==> src/rtl/regfile_pkg.sv <==
// ---------------------------------------------------------------------------
// regfile_pkg
// Shared constants for param_register_file: default special-register
// addresses, the bit of GOUT that tracks the display mode, and the Galois
// LFSR feedback masks used when RAND is built as an LFSR.
// ---------------------------------------------------------------------------
package regfile_pkg;

    // Default special-register addresses (all distinct, none at address 0).
    localparam int FLAG_ADDR_DEF = 1;
    localparam int DINP_ADDR_DEF = 2;
    localparam int GOUT_ADDR_DEF = 3;
    localparam int DOUT_ADDR_DEF = 4;
    localparam int RAND_ADDR_DEF = 5;
    localparam int MASK_ADDR_DEF = 6;

    // GOUT bit that follows non_signed while GOUT's MSB is set.
    localparam int GOUT_NS_BIT = 5;

    // Right-shifting Galois LFSR feedback masks (maximal length).
    localparam logic [7:0]  LFSR_MASK_8  = 8'hB8;
    localparam logic [15:0] LFSR_MASK_16 = 16'hB400;

    function automatic logic [15:0] lfsr_mask(input int width);
        return (width == 16) ? LFSR_MASK_16 : {8'h00, LFSR_MASK_8};
    endfunction

endpackage

==> src/rtl/sync2.sv <==
// ---------------------------------------------------------------------------
// sync2
// Two-flop synchronizer for an asynchronous input bus.
// Ports:
//   clk    - sampling clock
//   resetn - asynchronous active-low reset, clears both stages
//   d      - asynchronous input
//   q      - synchronized output, two rising edges after d changes
// ---------------------------------------------------------------------------
module sync2 #(
    parameter int WIDTH = 8
) (
    input  logic             clk,
    input  logic             resetn,
    input  logic [WIDTH-1:0] d,
    output logic [WIDTH-1:0] q
);

    logic [WIDTH-1:0] meta;

    // NOTE: sequential state uses non-blocking assignments so both stages
    // sample their pre-edge values and the chain really is two flops deep.
    always_ff @(posedge clk or negedge resetn) begin
        if (!resetn) begin
            meta <= '0;
            q    <= '0;
        end else begin
            meta <= d;
            q    <= meta;
        end
    end

endmodule

==> src/rtl/param_register_file.sv <==
// ---------------------------------------------------------------------------
// param_register_file
// General-purpose register file with NUM_RD combinational read ports, one
// write port and a set of special registers:
//   FLAG - sticky flags, set by flag_in pulses, cleared by test-and-clear
//   DINP - din through a 2-flop synchronizer (read-only)
//   GOUT - general output; bit 5 follows non_signed while bit MSB is set
//   DOUT - data output
//   RAND - free-running counter (or Galois LFSR), read-only
//   MASK - interrupt mask; irq is the registered OR of FLAG & MASK
// Address 0 always reads 0.
// Optional feature macro: REGFILE_LFSR_EN (RAND becomes an LFSR seeded 1).
// Ports:
//   clk, resetn          - clock, asynchronous active-low reset
//   enable               - qualifies software writes and ATC clears
//   non_signed           - display-mode status bit
//   rd_addr / rd_data    - packed read ports, port k in slice k
//   wr_addr/wr_data/wr_en- write port
//   flag_in              - flag set pulses for FLAG[DATA_W-2:0]
//   atc_req/atc_bit/atc_out - test-and-clear of one FLAG bit
//   din                  - asynchronous input feeding DINP
//   gout, dout, flag     - register mirrors
//   irq                  - registered masked-flag interrupt
// ---------------------------------------------------------------------------
module param_register_file
    import regfile_pkg::*;
#(
    parameter int DATA_W    = 8,
    parameter int ADDR_W    = 5,
    parameter int NUM_RD    = 2,
    parameter int FLAG_ADDR = FLAG_ADDR_DEF,
    parameter int DINP_ADDR = DINP_ADDR_DEF,
    parameter int GOUT_ADDR = GOUT_ADDR_DEF,
    parameter int DOUT_ADDR = DOUT_ADDR_DEF,
    parameter int RAND_ADDR = RAND_ADDR_DEF,
    parameter int MASK_ADDR = MASK_ADDR_DEF
) (
    input  logic                       clk,
    input  logic                       resetn,
    input  logic                       enable,
    input  logic                       non_signed,
    input  logic [NUM_RD*ADDR_W-1:0]   rd_addr,
    output logic [NUM_RD*DATA_W-1:0]   rd_data,
    input  logic [ADDR_W-1:0]          wr_addr,
    input  logic [DATA_W-1:0]          wr_data,
    input  logic                       wr_en,
    input  logic [DATA_W-2:0]          flag_in,
    input  logic                       atc_req,
    input  logic [$clog2(DATA_W)-1:0]  atc_bit,
    output logic                       atc_out,
    input  logic [DATA_W-1:0]          din,
    output logic [DATA_W-1:0]          gout,
    output logic [DATA_W-1:0]          dout,
    output logic [DATA_W-1:0]          flag,
    output logic                       irq
);

    localparam int DEPTH = 2 ** ADDR_W;

    localparam logic [ADDR_W-1:0] FLAG_A = ADDR_W'(FLAG_ADDR);
    localparam logic [ADDR_W-1:0] DINP_A = ADDR_W'(DINP_ADDR);
    localparam logic [ADDR_W-1:0] GOUT_A = ADDR_W'(GOUT_ADDR);
    localparam logic [ADDR_W-1:0] DOUT_A = ADDR_W'(DOUT_ADDR);
    localparam logic [ADDR_W-1:0] RAND_A = ADDR_W'(RAND_ADDR);
    localparam logic [ADDR_W-1:0] MASK_A = ADDR_W'(MASK_ADDR);

`ifdef REGFILE_LFSR_EN
    localparam logic [DATA_W-1:0] LFSR_MASK = DATA_W'(lfsr_mask(DATA_W));
    localparam logic [DATA_W-1:0] RAND_RST  = DATA_W'(1);
`else
    localparam logic [DATA_W-1:0] RAND_RST  = '0;
`endif

    logic [DATA_W-1:0] regs     [DEPTH];
    logic [DATA_W-1:0] regs_nxt [DEPTH];
    logic [DATA_W-1:0] dinp;
    logic [DATA_W-1:0] rand_nxt;
    logic [DATA_W-1:0] flag_nxt;
    logic [DATA_W-1:0] atc_mask;
    logic              wr_fire;
    logic              atc_clr;

    // DINP lives in the synchronizer's output stage, not in the array.
    sync2 #(.WIDTH(DATA_W)) u_sync2 (
        .clk    (clk),
        .resetn (resetn),
        .d      (din),
        .q      (dinp)
    );

    // Address 0 and the read-only registers silently drop writes.
    assign wr_fire  = enable && wr_en && (wr_addr != '0)
                      && (wr_addr != DINP_A) && (wr_addr != RAND_A);
    assign atc_clr  = enable && atc_req;
    assign atc_mask = DATA_W'(1) << atc_bit;
    assign atc_out  = atc_req & regs[FLAG_A][atc_bit];

    assign gout = regs[GOUT_A];
    assign dout = regs[DOUT_A];
    assign flag = regs[FLAG_A];

    // RAND advances every cycle, independent of enable.
    always_comb begin
`ifdef REGFILE_LFSR_EN
        rand_nxt = regs[RAND_A] >> 1;
        if (regs[RAND_A][0]) rand_nxt = rand_nxt ^ LFSR_MASK;
`else
        rand_nxt = regs[RAND_A] + DATA_W'(1);
`endif
    end

    // FLAG precedence by construction: write, then ATC clear, then the
    // hardware set pulses on top. The MSB has no hardware set source.
    always_comb begin
        flag_nxt = (wr_fire && (wr_addr == FLAG_A)) ? wr_data : regs[FLAG_A];
        if (atc_clr) flag_nxt = flag_nxt & ~atc_mask;
        flag_nxt[DATA_W-2:0] = flag_nxt[DATA_W-2:0] | flag_in;
    end

    // NOTE: every combinational output gets a default first (here the whole
    // array holds), so no path leaves a value unassigned and no latch forms.
    always_comb begin
        regs_nxt = regs;
        if (wr_fire) regs_nxt[wr_addr] = wr_data;
        regs_nxt[FLAG_A] = flag_nxt;
        // The hardware status load wins over a same-cycle software write.
        if (regs[GOUT_A][DATA_W-1]) regs_nxt[GOUT_A][GOUT_NS_BIT] = non_signed;
        regs_nxt[RAND_A] = rand_nxt;
        regs_nxt[DINP_A] = '0;
        regs_nxt[0]      = '0;
    end

    // NOTE: the whole array is reset because every register, not just the
    // special ones, must read 0 after reset; this keeps it out of RAM macros.
    always_ff @(posedge clk or negedge resetn) begin
        if (!resetn) begin
            for (int i = 0; i < DEPTH; i++) begin
                regs[i] <= (i == RAND_ADDR) ? RAND_RST : '0;
            end
            irq <= 1'b0;
        end else begin
            for (int i = 0; i < DEPTH; i++) begin
                regs[i] <= regs_nxt[i];
            end
            irq <= |(regs[FLAG_A] & regs[MASK_A]);
        end
    end

    // Combinational reads of pre-edge contents: no write bypass.
    for (genvar k = 0; k < NUM_RD; k++) begin : g_rd
        logic [ADDR_W-1:0] addr;
        assign addr = rd_addr[k*ADDR_W +: ADDR_W];
        assign rd_data[k*DATA_W +: DATA_W] = (addr == DINP_A) ? dinp : regs[addr];
    end

endmodule

==> config.mk <==
export PLATFORM = sky130hd
export DESIGN_NAME = param_register_file
export DESIGN_NICKNAME = d
export VERILOG_FILES = /design/src/rtl/regfile_pkg.sv /design/src/rtl/sync2.sv /design/src/rtl/param_register_file.sv
export SDC_FILE = /design/constraint.sdc
export NUM_CORES = 1
export LEC_CHECK = 0
export CAP_MARGIN = 20
export CELL_PAD_IN_SITES_DETAIL_PLACEMENT = 1
export CELL_PAD_IN_SITES_GLOBAL_PLACEMENT = 2
export CORE_ASPECT_RATIO = 2
export CORE_MARGIN = 5
export CORE_UTILIZATION = 42
export CTS_CLUSTER_DIAMETER = 150
export DETAILED_ROUTE_END_ITERATION = 16
export HOLD_SLACK_MARGIN = 0.03
export PLACE_DENSITY_LB_ADDON = 0.1
export SLEW_MARGIN = 20
export SYNTH_ARGS = -nofsm -noshare
export SYNTH_HDL_FRONTEND = slang
export SYNTH_SLANG_ARGS = --single-unit
==> constraint.sdc <==
create_clock -name clk -period 2.85 [get_ports clk]
set_clock_uncertainty 0.05 [all_clocks]
set_input_delay 0.57 -clock clk [delete_from_list [all_inputs] [get_ports clk]]
set_output_delay 0.57 -clock clk [all_outputs]
set_load 0.05 [all_outputs]
==> impl_metrics.tcl <==
set metrics [dict create \
    n_antenna_cell 0 \
    drt_iter0_drc 479 \
    r2r-end "regs[214]" \
    min_from "u_sync2.meta[1]" \
    hold_viol_final 0 \
    first_pass_iters 5 \
    gr-total-overflow 0 \
    whs_endpoint "u_sync2.q[1]" \
    synth_area_per_cell_um2 12.9 \
    ys_seq_area_frac 0.449 \
    violations "negative setup slack" \
    ir_drop_mv 0.707 \
    ff_latch_area_um2 6440 \
    worstMarginPinSlew_ps 596 \
    slew-limit-headroom 0.603 \
    antenna_found_initial 0 \
    num-nets-final 1366 \
    cap_violations 0 \
    synth.area.top_cells "dfrtp_1 (45%), mux2_2 (18%), mux2i_1 (11%)" \
    multi_input_area_um2 7620 \
    die_area_um2 38100 \
    numClockSinks 257 \
    max_freq_ghz 0.343 \
    setup_violations 9 \
    worst-setup-path-type "in -> out" \
    instances_no_fill 1771 \
    async_reset_ff_frac 1.00 \
    required_ps 2230 \
    grt_use_total 0.266 \
    finalMaxSlewViolations 0 \
    timing.final.crit_share 1.02 \
    start_util 0.426 \
    synth_edf_count 0 \
    postRouteWirelength_um 50800 \
    nFillCells 3340 \
    worstPathArrival_ps 2300 \
    rsz0062_at_grt "yes" \
    layout-drive-gt1-share 0.485 \
    io_pins 89 \
    dpl.hpwl_um 37500 \
    ff2ff_setup_slack_ps 1520 \
    vias 10400 \
    dieHeight_um 271 \
    r2r-start "regs[208]" \
    stdcell_area_um2 18600 \
    layout_commonest_cell "dfrtp_1" \
    final_cell_mix "dfrtp_1 (250), mux2_2 (226), buf_4 (155)" \
    rows 95 \
    cts_root_buf "clkbuf_16" \
    portBuffers 88 \
    cp_max_fo 6 \
    clkTransAtPathRegs_ps 70 \
    netlist_area_um2 14300 \
    syn2layout_area_growth_pct 29.6 \
    core_um2 33600 \
    ys_warn_count 0 \
    p_total_mw 10.6 \
    dieWidth_um 141 \
    synth_flop_cell "dfrtp_1" \
    mappedNetlistNets 1161 \
    worst_r2r_path_depth 5 \
    drc 0 \
    cts_tree "built" \
    cts-buffers-inserted 25 \
    htree_levels 1 \
    layout_min_cycle_time_ps 2920 \
    synth_seq_cells 257 \
    placed_area_um2 16800 \
    p_leak_nw 8.47 \
    power.density_nw_per_um2 573 \
    postSynthCellCount 1113 \
    cts_buffer_depth 3 \
    drtAntennaViolNets 0 \
    synth.distinct_cells 49 \
    synth_top_area_share 0.449 \
    finalSetupTns_ps -268 \
    hold_depth 0 \
    synth_top_area_cell "dfrtp_1" \
    worst_setup_path_start_kind "primary input" \
    holdCritPathClass "reg -> reg" \
    first_global_vias 11700 \
    layout_setup_ws_ps -67.0 \
    cp-end-kind "output port" \
    gp_congestion 0.888 \
    viasPerCell 5.89 \
    outcome "finished, violations left" \
    dp_cells 1684 \
    grt_max_degree 72 \
    avgRoutedWirePerCell_um 28.7 \
    grt_pass1_wl_um 76000 \
    clk_latency_ps 550 \
]
-- final cells by class --
| class | instances | share of cell area |
|---|---|---|
| clock buffer | 36 | 0.0403 |
| clock inverter | 8 | 0.00654 |
| inverter | 3 | 0.000607 |
| multi-input combinational | 745 | 0.410 |
| sequential | 257 | 0.347 |
| tap | 436 | 0.0294 |
| timing repair buffer | 286 | 0.166 |
-- worst max-delay path by stage --
stage | from | end | slack, ps | cells past startpoint
after global placement | rd_addr[2] | rd_data[4] | -370 | 7
final | rd_addr[0] | rd_data[7] | -70 | 8
after global routing | flag[7] | rd_data[7] | -110 | 6
after CTS | regs[69] | rd_data[5] | -60 | 5
after floorplan | rd_addr[0] | rd_data[0] | -20 | 8
after detailed placement | rd_addr[2] | rd_data[0] | -420 | 7
-- critical path: stages --
cell,delay (ps)
buf_16,130
buf_12,140
and2b_2,280
a22oi_1,180
a21oi_1,100
or4_4,560
a21oi_4,190
buf_12,160
-- synthesized netlist by cell type (2+ instances only) --
cell type,instances
xor2_1,2
or4_1,7
and2_1,3
o32ai_1,5
a211oi_1,4
nand4_1,3
nor4_1,10
mux2_2,226
inv_1,3
nand3b_2,2
mux4_1,5
clkbuf_1,41
o21ai_0,20
a21oi_1,26
o21bai_1,12
dfrtp_1,257
buf_4,34
and3_1,2
buf_6,13
nor3_1,23
nand2_1,20
a21o_1,7
a211o_1,4
nand3b_1,3
mux2i_1,154
xnor2_1,4
or2_2,2
a22oi_1,34
nand2b_1,15
o22ai_1,34
nor2b_1,5
mux4_2,47
buf_2,19
nand3_1,12
nor2_2,18
nor2_1,24
-- state kept, by name, summed over array words and instances, names as in the netlist --
name and count:
u_sync2.q 8, regs 216, u_sync2.meta 8, gout 8
irq 1, flag 8, dout 8
-- where the power goes --
group / total, mW / internal (mW) / switching (mW) / leakage (nW)
logic: 2.55 / 1.30 / 1.25 / 4.70
registers: 4.49 / 4.10 / 0.391 / 3.34
clock network: 3.59 / 2.09 / 1.51 / 0.428
-- metal layers --
metal,GRT usage,vias up,part of all wire
li1,-,4588,-
met1,0.285,5426,0.35
met2,0.505,277,0.56
met3,0.0226,140,0.030
met4,0.145,0,0.065
met5,0,-,0
-- logic make-up after synthesis --
group                    after synthesis  synth area share
AO/OA/AOI/OAI                        147            0.0669
XOR/XNOR                               6           0.00367
adder cells (fa/ha/maj)                1          0.000874
buffers and inverters                111            0.0473
flip-flops                           257             0.449
multiplexers                         434             0.370
AND/OR/NAND/NOR                      157            0.0617
-- repair_timing --
item	4_1_cts	5_1_grt
resized for setup	91	43
setup endpoints to repair	16	16
buffers inserted	31	6
cloned	6	0
hold buffers	1	0
pin swaps	30	20
hold endpoints to repair	62	0
-- metrics by stage --
stage	utilization	hold slack [ps]	setup WS, ps
2_1_floorplan	-	224	-16.7
3_3_place_gp	0.500	284	-366
3_5_place_dp	0.500	287	-416
4_1_cts	0.545	302	-62.3
5_1_grt	0.552	316	-106
6_report	0.552	304	-67.0
Note: power is estimated with default switching activity, not from simulation.
==> edit 1 (config.mk and constraints unchanged) <==
Remove the register `irq`: a continuous assignment takes its place, so the output `irq` follows one clock earlier. Comments in the files are not updated.
--- a/src/rtl/param_register_file.sv
+++ b/src/rtl/param_register_file.sv
@@ -138,12 +138,12 @@
                 regs[i] <= (i == RAND_ADDR) ? RAND_RST : '0;
             end
-            irq <= 1'b0;
         end else begin
             for (int i = 0; i < DEPTH; i++) begin
                 regs[i] <= regs_nxt[i];
             end
-            irq <= |(regs[FLAG_A] & regs[MASK_A]);
         end
     end
+
+    assign irq = |(regs[FLAG_A] & regs[MASK_A]);
 
     // Combinational reads of pre-edge contents: no write bypass.
Formal check against the unedited RTL: not equivalent (a bounded check fails within 4 cycles, from zero or initial values and one cycle with resetn low).
==> edit 1 against the original RTL <==
The run still ends with negative setup slack left. Routed wire length decreased by 1.6%. Synthesized cell count about the same. Maximum frequency increased by 0.19%. Synthesized area decreased by 0.17%. Non-clock buffer count increased by 5. Power increased by 3.0%. Sequential cell count decreased by 1. Sequential power about the same. Via count decreased by 0.50%. Setup slack improved by 0.0056 ns. Cell area increased by 0.25%. First-iteration DRC count decreased by 14%. Global-route usage decreased by 0.42 points. Hold slack got worse by 0.30 ns.
==> edit 1: results (changes against the original RTL) <==
Run status
Result of the run: finished, violations left (unchanged). Violated checks: negative setup slack (unchanged).

Global route
The total routing usage reported by global routing is 0.262 (was 0.266). The largest net degree at the start of global routing is 92 (was 72). The via count of the first global-routing pass was 11,800 (was 11,700). The global-route wire length before repair is 75.1 mm (was 76.0 mm).

Worst setup path
The biggest fanout along the worst timing path is 3 (was 6). The launching instance or port of the critical path is regs[83] (was rd_addr[0]). The cell type of the slowest stage on the worst timing path was sky130_fd_sc_hd__or4_4 (unchanged). The worst setup slack for register-to-register paths is 1.55 ns (was 1.52 ns). The delay of the slowest critical-path stage is 0.54 ns (was 0.56 ns). The depth of the worst register-to-register path came to 4 (was 5). The endpoint of the worst setup timing path was rd_data[3] (was rd_data[7]).

Power
The total leakage power is 8.48 nW (was 8.47 nW). The maximum ir drop on the vdd rail is 0.547 mV (was 0.707 mV). The switching share of power came to 0.287 (was 0.296).

Detailed routing
The initial detailed-routing violation count was 411 (was 479). The total wirelength of the detailed-routed design is 49.9 mm (was 50.8 mm). The number of iterations in the first detailed-routing pass was 6 (was 5). The via count is 10,400 (about the same).

Logic synthesis
Most common library cells after synthesis: 256 x sky130_fd_sc_hd__dfrtp_1, 226 x sky130_fd_sc_hd__mux2_2, 154 x sky130_fd_sc_hd__mux2i_1, 47 x sky130_fd_sc_hd__mux4_2, 41 x sky130_fd_sc_hd__clkbuf_1 (was 257 x sky130_fd_sc_hd__dfrtp_1, 226 x sky130_fd_sc_hd__mux2_2, 154 x sky130_fd_sc_hd__mux2i_1, 47 x sky130_fd_sc_hd__mux4_2, 41 x sky130_fd_sc_hd__clkbuf_1). The part of the Yosys area used for sequential elements was 0.448 (was 0.449). The net count after synthesis is 1,160 (was 1,161). Cell types with the largest area share after synthesis: sky130_fd_sc_hd__dfrtp_1 45%, sky130_fd_sc_hd__mux2_2 18%, sky130_fd_sc_hd__mux2i_1 11% (unchanged). The count of synthesis-stage warnings from yosys is 0 (unchanged). The fraction of synthesis flops using an asynchronous set or reset pin is 1.00 (unchanged).

Clock tree
The number of clock buffers inserted by TritonCTS is 26 (was 25).

Finish
The fraction of final layout cells with drive strength greater than 1 came to 0.487 (was 0.485). The layout filler cell count is 3,328 (was 3,340). The number of flip-flops under the largest register name is 216 (unchanged).

The final-stage net count is 1,371 (was 1,366). The antenna diode count is 0 (unchanged).

Placement
The last weighted congestion value of the routability-driven placer is 0.896 (was 0.888). The placed standard-cell area is 16,800 µm² (about the same). The post-placement worst setup slack is -0.465 ns (was -0.416 ns).

The estimated wirelength of the detail-placed design came to 37.5 mm (about the same).

STA
The worst setup margin came to -0.0613 ns (was -0.0670 ns). The count of final setup violators is 8 (was 9). The remaining max-slew budget at the tightest pin is 0.449 (was 0.603).

Worst hold path
The worst min-delay path category is primary input to async pin (was flip-flop to flip-flop).
[edit 1: changes by cell type after synthesis, sizes merged]
cell   delta
dfrtp     -1
[edit 1: final cells by class]
type	count	area, µm²	share of cell area
clock inverter	11	235	0.0126
tap	436	546	0.0293
inverter	3	11.3	0.000605
clock buffer	34	732	0.0393
sequential	256	6420	0.345
multi-input combinational	745	7640	0.411
timing repair buffer	291	3020	0.162
[edit 1: power groups by stage]
| stage | Combinational [mW] | Clock, mW | Sequential (mW) |
|---|---|---|---|
| 6_report | 2.53 | 3.94 | 4.48 |
| 5_1_grt | 2.69 | 4.16 | 4.53 |
| 4_1_cts | 2.48 | 4.03 | 4.46 |
| 3_5_place_dp | 2.31 | 0 | 4.54 |
| 3_3_place_gp | 2.27 | 0 | 4.52 |
| 2_1_floorplan | 1.52 | 0 | 4.37 |
[edit 1: per-stage QoR]
step | hold slack [ns] | TNS [ns] | util | cells | power (mW)
floorplan | 0.224 | -0.0167 | - | 1112 | 5.89
global placement | 0.284 | -3.84 | 0.500 | 1686 | 6.79
detailed placement | 0.286 | -5.14 | 0.500 | 1686 | 6.85
CTS | 0.0387 | -0.341 | 0.545 | 1764 | 11.0
global route | 0.0664 | -0.811 | 0.553 | 1776 | 11.4
finish | 0.000435 | -0.323 | 0.553 | 1776 | 10.9
[edit 1: kinds of logic after synthesis]
| logic type | count (synthesis) | synth area share |
|---|---|---|
| multiplexers | 434 | 0.371 |
| adder cells (fa/ha/maj) | 1 | 0.000875 |
| AO/OA/AOI/OAI | 147 | 0.0671 |
| flip-flops | 256 | 0.448 |
| XOR/XNOR | 6 | 0.00368 |
| buffers and inverters | 111 | 0.0474 |
| AND/OR/NAND/NOR | 157 | 0.0618 |
[edit 1: layer usage]
metal | up-vias | global-route usage | part of all wire
met5 | - | 0 | 0
met3 | 147 | 0.0228 | 0.028
li1 | 4579 | - | -
met2 | 262 | 0.493 | 0.55
met1 | 5391 | 0.280 | 0.35
met4 | 0 | 0.151 | 0.070
[edit 1: worst min path at each step]
| stage | endpoint | slack [ns] | cells after the start |
|---|---|---|---|
| after detailed placement | u_sync2.q[7] | 0.29 | 0 |
| final | gout[5] | 0.0004 | 1 |
| after floorplan | dout[0] | 0.22 | 0 |
| after global routing | gout[5] | 0.07 | 1 |
| after CTS | u_sync2.meta[1] | 0.04 | 1 |
| after global placement | u_sync2.q[6] | 0.28 | 0 |
[edit 1: timing repair]
| item | 4_1_cts | 5_1_grt |
|---|---|---|
| gates resized for setup | 81 | 46 |
| setup buffers | 31 | 11 |
| endpoints found under the setup margin | 17 | 17 |
| gates cloned | 2 | 1 |
| pin swaps | 25 | 17 |
| endpoints found under the hold margin | 0 | 0 |
==> edit 2 (config.mk and constraints unchanged) <==
Without the edit above. Add a define of `REGFILE_LFSR_EN`.
--- a/src/rtl/param_register_file.sv
+++ b/src/rtl/param_register_file.sv
@@ -23,4 +23,6 @@
 //   irq                  - registered masked-flag interrupt
 // ---------------------------------------------------------------------------
+`define REGFILE_LFSR_EN
+
 module param_register_file
     import regfile_pkg::*;
Check against the original RTL: not equivalent (Yosys sat finds a counterexample within 4 cycles, from zero or initial values and one cycle with resetn low).
==> edit 2 against the original RTL <==
The flow still finishes with violations (negative setup slack). Setup slack worse by 0.054 ns. Sequential cell count stayed put. Global-route usage is 0.49 points higher. Synthesized area decreased by 1.5%. Power grew 0.85%. First-iteration DRC count decreased by 9.6%. Routed wire length increased by 1.6%. Largest cell class unchanged. Cell area down 0.92%. Critical path depth up 2. Critical endpoint is now rd_data[3]. Final cell count down 3.3%.
==> edit 2: results (changes against the original RTL) <==
Worst hold path
The origin of the worst min-delay path is u_sync2.meta[6] (was u_sync2.meta[1]).

Placement
The cell total after placement is 1,630 (was 1,684). The post-placement worst setup slack was -0.504 ns (was -0.416 ns). The estimated wirelength of the detail-placed design is 38.9 mm (was 37.5 mm).

Global route
The total routing usage reported by global routing came to 0.271 (was 0.266). The global-route wire length before repair is 75.7 mm (was 76.0 mm). The via count of the first global-routing pass is 11,600 (was 11,700).

Worst setup path
The worst setup slack for register-to-register paths was 1.78 ns (was 1.52 ns). The cell type of the slowest stage on the worst timing path is sky130_fd_sc_hd__mux4_2 (was sky130_fd_sc_hd__or4_4). The delay of the slowest critical-path stage is 0.47 ns (was 0.56 ns). The endpoint of the worst setup timing path is rd_data[3] (was rd_data[7]). The critical register-to-register path endpoint is regs[19] (was regs[214]).

The endpoint arrival time on the critical path was 2.35 ns (was 2.30 ns).

Run status
Result of the run: finished, violations left (unchanged). Violated checks: negative setup slack (unchanged).

STA
The worst setup margin is -0.121 ns (was -0.0670 ns). The count of final setup violators came to 14 (was 9). The remaining max-slew budget at the tightest pin is 0.537 (was 0.603).

Detailed routing
The average wire length per cell after detail routing is 30.1 µm (was 28.7 µm). The total wirelength of the detailed-routed design is 51.6 mm (was 50.8 mm). The sum of routed wire segments on met1 is 16.6 mm (was 17.7 mm). The via count is 10,200 (was 10,400). The met2 layer wire length in the routed design is 29.4 mm (was 28.2 mm).

Power
The total leakage power is 8.29 nW (was 8.47 nW). The maximum ir drop on the vdd rail is 0.612 mV (was 0.707 mV).

Logic synthesis
Cell types with the largest area share after synthesis: sky130_fd_sc_hd__dfrtp_1 45%, sky130_fd_sc_hd__mux2_2 20%, sky130_fd_sc_hd__mux4_2 11% (was sky130_fd_sc_hd__dfrtp_1 45%, sky130_fd_sc_hd__mux2_2 18%, sky130_fd_sc_hd__mux2i_1 11%). The number of different library cells in the post-synthesis netlist was 50 (was 49). The part of the Yosys area used for sequential elements is 0.456 (was 0.449). The net count after synthesis is 1,106 (was 1,161). Most common library cells after synthesis: 256 x sky130_fd_sc_hd__dfrtp_1, 252 x sky130_fd_sc_hd__mux2_2, 88 x sky130_fd_sc_hd__mux2i_1, 66 x sky130_fd_sc_hd__mux4_2, 53 x sky130_fd_sc_hd__clkbuf_1 (was 257 x sky130_fd_sc_hd__dfrtp_1, 226 x sky130_fd_sc_hd__mux2_2, 154 x sky130_fd_sc_hd__mux2i_1, 47 x sky130_fd_sc_hd__mux4_2, 41 x sky130_fd_sc_hd__clkbuf_1).

Finish
The fraction of final layout cells with drive strength greater than 1 was 0.518 (was 0.485). The layout filler cell count is 3,236 (was 3,340). The final-stage net count is 1,304 (was 1,366).

Floorplanning
The die footprint came to 37,600 µm² (was 38,100 µm²).
[edit 2: changes by cell type after synthesis, sizes merged, moves of 16 or more]
cell,unedited run,this run
nor3,25,5
mux2,228,260
a22oi,34,18
mux2i,154,88
a22o,0,19
a21oi,26,9
[edit 2: timing repair]
action | in CTS | in global routing
setup buffers | 18 | 19
endpoints found under the hold margin | 65 | 0
gates cloned | 1 | 0
pin swaps | 28 | 26
resized for setup | 75 | 36
hold buffers | 1 | 0
endpoints found under the setup margin | 16 | 16
[edit 2: metrics by stage]
stage,hold slack [ns],cell area (µm²),utilization
2_1_floorplan,0.224,14400,-
3_3_place_gp,0.285,16800,0.502
3_5_place_dp,0.291,16800,0.502
4_1_cts,0.306,18200,0.544
5_1_grt,0.313,18400,0.551
6_report,0.301,18400,0.551
[edit 2: kinds of logic after synthesis]
kind of cell              Yosys count  synth area share
DFF                               257             0.456
AOI/OAI and AO/OA                 147            0.0770
xor gates and xnor gates            3           0.00186
buffers and inverters             115            0.0416
and+or+nand+nor                   123            0.0459
muxes                             414             0.378
[edit 2: power breakdown]
part	internal, mW	switching [mW]	total (mW)
sequential	4.10	0.406	4.50
combinational	1.30	1.25	2.55
clock	2.14	1.52	3.67
total	7.54	3.18	10.7
[edit 2: worst min-delay path by stage]
stage,end,slack (ns)
2_1_floorplan,dout[0],0.22
3_3_place_gp,u_sync2.q[5],0.29
3_5_place_dp,u_sync2.q[4],0.29
4_1_cts,u_sync2.q[6],0.31
5_1_grt,u_sync2.q[6],0.31
6_report,u_sync2.q[6],0.30
[edit 2: worst reg2reg max path, stage by stage, from the launching register on]
cell and delay [ns]:
sky130_fd_sc_hd__dfrtp_1 0.40, sky130_fd_sc_hd__buf_4 0.14, sky130_fd_sc_hd__buf_4 0.11, sky130_fd_sc_hd__mux2_2 0.25
[edit 2: layout make-up]
| type | count | area share |
|---|---|---|
| clock buffers | 39 | 0.0419 |
| flip-flops and latches | 257 | 0.350 |
| repair buffers | 282 | 0.159 |
| multi-input cells | 687 | 0.412 |
| well taps | 436 | 0.0297 |
| inverters | 3 | 0.000612 |
| clock inverters | 9 | 0.00687 |
[edit 2: routing by layer]
metal	vias to the layer above	GRT usage
met5	-	0
met1	5378	0.264
li1	4404	-
met2	254	0.527
met3	149	0.0259
met4	0	0.180
